===== config.mk =====
export PLATFORM = sky130hd
export DESIGN_NAME = lsu_mem_ctrl
export DESIGN_NICKNAME = d
export VERILOG_FILES = /design/src/rtl/lsu_mem_ctrl.sv
export SDC_FILE = /design/constraint.sdc
export NUM_CORES = 1
export LEC_CHECK = 0
export BUFFER_PORTS_ARGS = -buffer_cell sky130_fd_sc_hd__buf_2
export CAP_MARGIN = 20
export CORE_ASPECT_RATIO = 1.5
export CORE_MARGIN = 3
export CORE_UTILIZATION = 54
export DETAILED_ROUTE_END_ITERATION = 10
export PLACE_DENSITY = 0.86
export SYNTH_ARGS = -nofsm -noshare
export SYNTH_HDL_FRONTEND = slang
export SYNTH_SLANG_ARGS = --single-unit

===== constraint.sdc =====
create_clock -name clk -period 3 [get_ports clk]
set_input_delay 0.6 -clock clk [delete_from_list [all_inputs] [get_ports clk]]
set_output_delay 0.6 -clock clk [all_outputs]
set_load 0.01 [all_outputs]

===== src/rtl/lsu_mem_ctrl.sv =====
// Load/store unit driving a word-wide data memory; sub-word stores use read-modify-write.
// Optional misalignment trap enabled by defining LSU_ALIGN_CHECK_EN.
module lsu_mem_ctrl #(
  parameter int ADDR_W = 6
) (
  input  logic        clk,
  input  logic        rst_n,
  input  logic        req,
  input  logic [2:0]  op,
  input  logic [31:0] addr,
  input  logic [31:0] wdata,
  output logic        busy,
  output logic        done,
  output logic        err,
  output logic [31:0] rdata,
  output logic        mem_we,
  output logic [31:0] mem_address,
  output logic [31:0] mem_write_data,
  input  logic [31:0] mem_read_data
);

  localparam logic [2:0] OP_LW  = 3'b000;
  localparam logic [2:0] OP_LH  = 3'b001;
  localparam logic [2:0] OP_LHU = 3'b010;
  localparam logic [2:0] OP_LB  = 3'b011;
  localparam logic [2:0] OP_LBU = 3'b100;
  localparam logic [2:0] OP_SW  = 3'b101;
  localparam logic [2:0] OP_SH  = 3'b110;
  localparam logic [2:0] OP_SB  = 3'b111;

  typedef enum logic [1:0] {IDLE, RD, WR, DONE} state_t;

  state_t      state;
  logic [2:0]  op_q;
  logic [1:0]  lane_q;
  logic [15:0] wdata_q;

  logic        misalign;
  logic [31:0] word_idx;
  logic [7:0]  byte_sel;
  logic [15:0] half_sel;
  logic [31:0] load_val;
  logic [31:0] rmw_word;
  logic        unused_addr_bits;

  assign word_idx         = {{(32-ADDR_W){1'b0}}, addr[ADDR_W+1:2]};
  assign unused_addr_bits = ^addr[31:ADDR_W+2];

  always_comb begin
    misalign = 1'b0;
`ifdef LSU_ALIGN_CHECK_EN
    case (op)
      OP_LW, OP_SW:          misalign = (addr[1:0] != 2'b00);
      OP_LH, OP_LHU, OP_SH:  misalign = addr[0];
      default:               misalign = 1'b0;
    endcase
`endif
  end

  // Lane extraction for loads and lane merge for sub-word stores, both from the word being read.
  always_comb begin
    case (lane_q)
      2'd0:    byte_sel = mem_read_data[7:0];
      2'd1:    byte_sel = mem_read_data[15:8];
      2'd2:    byte_sel = mem_read_data[23:16];
      default: byte_sel = mem_read_data[31:24];
    endcase
    half_sel = lane_q[1] ? mem_read_data[31:16] : mem_read_data[15:0];

    case (op_q)
      OP_LH:   load_val = {{16{half_sel[15]}}, half_sel};
      OP_LHU:  load_val = {16'h0000, half_sel};
      OP_LB:   load_val = {{24{byte_sel[7]}}, byte_sel};
      OP_LBU:  load_val = {24'h000000, byte_sel};
      default: load_val = mem_read_data;
    endcase

    rmw_word = mem_read_data;
    if (op_q == OP_SH) begin
      if (lane_q[1]) rmw_word[31:16] = wdata_q;
      else           rmw_word[15:0]  = wdata_q;
    end else begin
      case (lane_q)
        2'd0:    rmw_word[7:0]   = wdata_q[7:0];
        2'd1:    rmw_word[15:8]  = wdata_q[7:0];
        2'd2:    rmw_word[23:16] = wdata_q[7:0];
        default: rmw_word[31:24] = wdata_q[7:0];
      endcase
    end
  end

  always_ff @(posedge clk or negedge rst_n) begin
    if (!rst_n) begin
      state          <= IDLE;
      op_q           <= 3'b000;
      lane_q         <= 2'b00;
      wdata_q        <= 16'h0000;
      busy           <= 1'b0;
      done           <= 1'b0;
      err            <= 1'b0;
      rdata          <= 32'h0;
      mem_we         <= 1'b0;
      mem_address    <= 32'h0;
      mem_write_data <= 32'h0;
    end else begin
      done   <= 1'b0;
      mem_we <= 1'b0;
      case (state)
        IDLE: begin
          if (req) begin
            op_q    <= op;
            lane_q  <= addr[1:0];
            wdata_q <= wdata[15:0];
            busy    <= 1'b1;
            if (misalign) begin
              state <= DONE;
              done  <= 1'b1;
              err   <= 1'b1;
              rdata <= 32'h0;
            end else if (op == OP_SW) begin
              state          <= WR;
              mem_we         <= 1'b1;
              mem_address    <= word_idx;
              mem_write_data <= wdata;
            end else begin
              state       <= RD;
              mem_address <= word_idx;
            end
          end
        end
        RD: begin
          if (op_q == OP_SH || op_q == OP_SB) begin
            state          <= WR;
            mem_we         <= 1'b1;
            mem_write_data <= rmw_word;
          end else begin
            state       <= DONE;
            done        <= 1'b1;
            err         <= 1'b0;
            rdata       <= load_val;
            mem_address <= 32'h0;
          end
        end
        WR: begin
          state          <= DONE;
          done           <= 1'b1;
          err            <= 1'b0;
          mem_address    <= 32'h0;
          mem_write_data <= 32'h0;
        end
        default: begin
          state <= IDLE;
          busy  <= 1'b0;
          err   <= 1'b0;
        end
      endcase
    end
  end

endmodule


-- Word level (Yosys, flattened, before mapping)
Cells that the tools add are included.
- equality and inequality tests: 15
- muxes and demuxes: 31
- bitwise gates (word level): 3
- reduce and logical (&&, ||, !) cells: 12
- operators with widths (operator ; count):
    2-to-1 mux 32 bit ; 6
    case mux 32 bit (3 select lines) ; 2
    case mux 32 bit (4 select lines) ; 1
    2-to-1 mux 16 bit ; 3
    2-to-1 mux 8 bit ; 4
    case mux 8 bit (3 select lines) ; 1
    equality test 3 bit (second input constant) ; 4
    != test 2 bit (second input constant) ; 4
    case mux 1 bit (2 select lines) ; 4
    AND reduction 2 bit ; 4
    2-to-1 mux 1 bit ; 7
    equality test 3 x 2 -> 1 bit (second input constant) ; 2
    case mux 2 bit (3 select lines) ; 1
    equality test 2 x 1 -> 1 bit (second input constant) ; 2
    equality test 2 bit (second input constant) ; 2
    logical NOT 2 bit ; 2
    2-to-1 mux 2 bit ; 2
    AND reduction 4 bit ; 1
    equality test 3 x 1 -> 1 bit (second input constant) ; 1
    inverter 1 bit ; 3
    AND reduction 3 bit ; 1
    nonzero test 3 bit ; 1
    OR reduction 3 bit ; 1
    OR reduction 2 bit ; 1
    logical OR 1 bit ; 1
- flip-flop bits (word level): 123
- bits of input ports: 102
- output and inout port bits: 100

-- Logic depth before layout (Yosys ltp)
- depth in word-level cells: 6
- gate-level depth with buffers: 8
- mapped depth without buffers: 6

-- Least setup slack after synthesis
No wires, ideal clock.
- path kind: register to register
- from: register state[0]
- to: register mem_write_data[11]
- setup time: 0.082 ns
- data arrival time: 1.655 ns
- required time: 2.918 ns
- slack: 1.263 ns
- cell stages (with the launch flop): 8
- path buffers: 2
- cell sequence: dfrtp_1 -> inv_1 -> ha_1 -> and2_1 -> clkbuf_1 -> clkbuf_1 -> o221ai_1 -> a31oi_1
- word-level cells in the longest chain between the ends: 3
- elaborated cells between the ends (all ways): 9
- those cells by class: eq/ne: 5; mux: 1; reduce/logical: 3
- RTL lines (element ; line ; RTL):
    start, declared ; 33 ; state_t state;
    start signal, assigned ; 94 ; state <= IDLE;
    start signal, assigned ; 116 ; state <= DONE;
    start signal, assigned ; 121 ; state <= WR;
    equality test 2 x 1 -> 1 bit, or another cell as far along ; 108 ; case (state)
    != test 2 bit (no line) or nonzero test 3 bit (tied branches) ; - ;
    AND reduction 4 bit (no line) ; - ;
    end signal, assigned ; 124 ; mem_write_data <= wdata;
    end signal, assigned ; 135 ; mem_write_data <= rmw_word;
    end, declared ; 18 ; output logic [31:0] mem_write_data,
Several ways; a longest one is shown, not always the timed one.
A chain may end at the register's enable or synchronous reset.

-- Worst setup path after layout
- from: register state[0]
- to: register mem_write_data[24]
Same word-level chain as after synthesis.

==> qor.csv <==
stage,metric,value,unit
synthesis,post-synthesis cell count,531,
layout,multi-input logic area,2820,um^2
grt,pin count of the biggest net entering global routing,59,
clocking,TritonCTS clock tree,built,
power_and_ir_drop,Clock power frac,14.9,%
sta,Setup Skew,4.53,ps
route,antenna-violating nets left,0,
synthesis,"area leader, netlist",dfrtp_1,
setup_path,crit end category,register,
layout,# diodes,0,
synthesis,Yosys cell types,58,
power_and_ir_drop,Lkg Pwr,3.06,nW
sta,final hold vios,0,
clocking,maximum buffer depth of the clock tree,2,
synthesis,cell area after technology mapping,5630,um^2
setup_path,CP Data Arrival Time,2430,ps
route,final WL,16.0,mm
power_and_ir_drop,Sw Ratio,42.2,%
synthesis,yosys warns,0,
placement,post-DP HPWL,11.7,mm
clocking,post-CTS sizing,0,
clocking,CTS H-tree depth,3,
power_and_ir_drop,Max VDD drop,0.736,mV
layout,nets,772,
grt,grt total ovfl,0,
die,site row count,45,
synthesis,"Avg Cell Area, Syn",10.6,um^2
die,initial core utilization,55.5,%
power_and_ir_drop,combinational power share,55.7,%
clocking,"Clk Latency, worst-skew pair",340,ps
synthesis,register area share after synthesis,42.7,%
die,Die Span Y,131,um
sta,Worst-Margin Slew,979,ps
synthesis,"Top FF cell, synth",dfrtp_1,
placement,routability cong.,0.901,
clocking,"Clk pin slew, worst setup/hold paths",60,ps
run_status,status,finished clean,
synthesis,cell with the most instances after synthesis,dfrtp_1,
route,drt wl/cell,20.3,um
setup_path,Startpoint Class,register,
grt,vias in the first global route,4696,
worst_hold_path,Hold Path Class,input port to asynchronous set/reset pin,
sta,RSZ-0062 raised after global routing,no,
route,via density per instance,6.26,
setup_path,Critical-path top delay cell,ha_1,
clocking,clk sinks,96,
synthesis,Post-synth EDFFs,0,
synthesis,"flops & latches, synth",96,
grt,total track usage,27.8,%
synthesis,Synth async-reset ratio,100,%
layout,share of cells above drive strength 1,33.5,%
sta,PnR worst setup slack,857,ps
sta,fin. max-slew vios,0,
sta,Max Clock Freq,467,MHz
placement,port bufs,150,
grt,initial antenna violation count,0,
sta,setup_tns,0,ps
layout,Final Core Density,65.7,%
clocking,cts bufs inserted,9,
setup_path,crit-path cells,"inv_1, ha_1, and2_1, o311ai_0, a21oi_1, o22a_1",
route,DRC violations left,0,
synthesis,post-synth top area share,42.7,%
power_and_ir_drop,NetSw,3.43,mW
die,die area,11700,um^2
die,# IOs,202,
power_and_ir_drop,sequential share of power,29.4,%
power_and_ir_drop,Internal Dissipation,4.70,mW
setup_path,Max stage delay on crit path,510,ps
placement,placed cell count,772,
power_and_ir_drop,total chip power,8.13,mW
layout,area growth from synthesis to layout,18.4,%
flow_run,Max Cap Violations,0,
sta,max_slew headroom,34.6,%
sta,Tcrit/Tclk final,71.4,%
grt,global-route wire length before repair,24.6,mm
sta,Final min period,2140,ps
die,die width,89.3,um
layout,fillers,812,
route,routed via count,4934,
clocking,clock root buffer,clkbuf_16,
layout,Finished Layout Cells,788,
setup_path,Worst Setup Path Type,register to register,
placement,pre-CTS setup slack,897,ps
synthesis,Synth top cells by count,"dfrtp_1 (96), nand2_1 (36), buf_4 (35)",
route,first-pass iteration count of the detailed router,6,
die,core area,10100,um^2
setup_path,r2r startpoint,state[0],
power_and_ir_drop,Pwr Density,1220,nW/um^2
sta,Final setup viols,0,
route,Iter 0 DRT Violations,474,
clocking,Setup Buffers After CTS,0,
layout,Storage cell area,2400,um^2
setup_path,CP startpoint,state[0],
setup_path,Worst EP required,3280,ps
synthesis,top post-synthesis cells by area,"dfrtp_1 (43%), mux2_2 (5.2%), buf_4 (4.7%)",
setup_path,Crit Path Max Fanout,15,
clocking,CTS Hold Bufs,0,
-- final timing paths --
kind                            slack, ps  depth (start not counted)                 end
max in group asynchronous            2040                          2          wdata_q[7]
worst max register to register        860                          6  mem_write_data[24]
worst max-delay path                  860                          6  mem_write_data[24]
min in group clk                      490                          3      mem_address[4]
worst min-delay path                  230                          1  mem_write_data[24]
worst min register to register        500                          1                busy
-- power by group through the flow --
stage	clock network [mW]	registers [mW]	logic, mW
after global routing	1.28	2.47	4.98
after global placement	0	2.37	4.34
after CTS	1.23	2.39	4.53
final	1.21	2.39	4.53
after detailed placement	0	2.40	4.50
after floorplan	0	2.48	3.15
-- layer usage --
layer / wire length (um) / up-vias / track usage [%]
met5: 0 / - / 0
met4: 816 / 0 / 15.9
met3: 1260 / 58 / 5.52
met2: 7920 / 278 / 44.1
met1: 5980 / 2405 / 35.1
li1: - / 2193 / -
-- flip-flops by register name, indices dropped and copies added (netlist names) --
register / cells
mem_write_data: 32
rdata: 32
wdata_q: 16
mem_address: 6
op_q: 3
lane_q: 2
state: 2
busy: 1
done: 1
mem_we: 1
-- placed cells by master, fill, tap and decap left out, drive strengths merged, types with 3 or more instances in the layout --
cell | Yosys | final
buf | 54 | 166
dfrtp | 96 | 96
nand2 | 36 | 36
conb | 1 | 27
mux2 | 26 | 26
nor2 | 25 | 25
nand3b | 25 | 25
nand2b | 21 | 21
mux2i | 19 | 19
inv | 19 | 19
a21oi | 19 | 19
o211ai | 17 | 17
a221o | 16 | 16
o21ai | 16 | 16
nor2b | 15 | 15
o22a | 14 | 14
o221ai | 14 | 14
a31oi | 14 | 14
clkbuf | 14 | 14
o22ai | 8 | 8
mux4 | 8 | 8
a221oi | 7 | 7
nor3 | 6 | 6
o311a | 4 | 4
ha | 4 | 4
a211oi | 4 | 4
o21bai | 3 | 3
-- cell type report --
class,count,share of cell area (%)
Multi-Input combinational cell,374,42.4
Inverter,19,1.07
Clock buffer,14,4.26
Sequential cell,96,36.1
Clock inverter,2,0.526
Tap cell,117,2.20
Timing Repair Buffer,166,13.5
-- critical path, delay by kind of cell, from the launching register on --
kind                     cells  cell delay, ps
buffers and inverters        1              90
AO/OA/AOI/OAI                3             620
AND/OR/NAND/NOR              1             470
flip-flops                   1             380
adder cells (fa/ha/maj)      1             510
-- through the flow --
stage	hold slack, ps	area (um^2)
floorplan	304	5720
global placement	476	6340
detailed placement	491	6340
CTS	256	6660
global route	263	6660
finish	234	6660
-- logic make-up (layout without fill, tap and decap cells) --
| group | after synthesis | in the layout | synth area share (%) |
|---|---|---|---|
| buf+inv | 87 | 201 | 8.96 |
| flops | 96 | 96 | 42.7 |
| fa+ha+maj | 6 | 6 | 1.25 |
| compound gates | 149 | 149 | 21.0 |
| mux | 53 | 53 | 12.2 |
| simple gates | 138 | 138 | 13.7 |
| other cells | 1 | 27 | 0.0667 |
| xor+xnor | 1 | 1 | 0.156 |
Power figures use the tool's default switching activity.
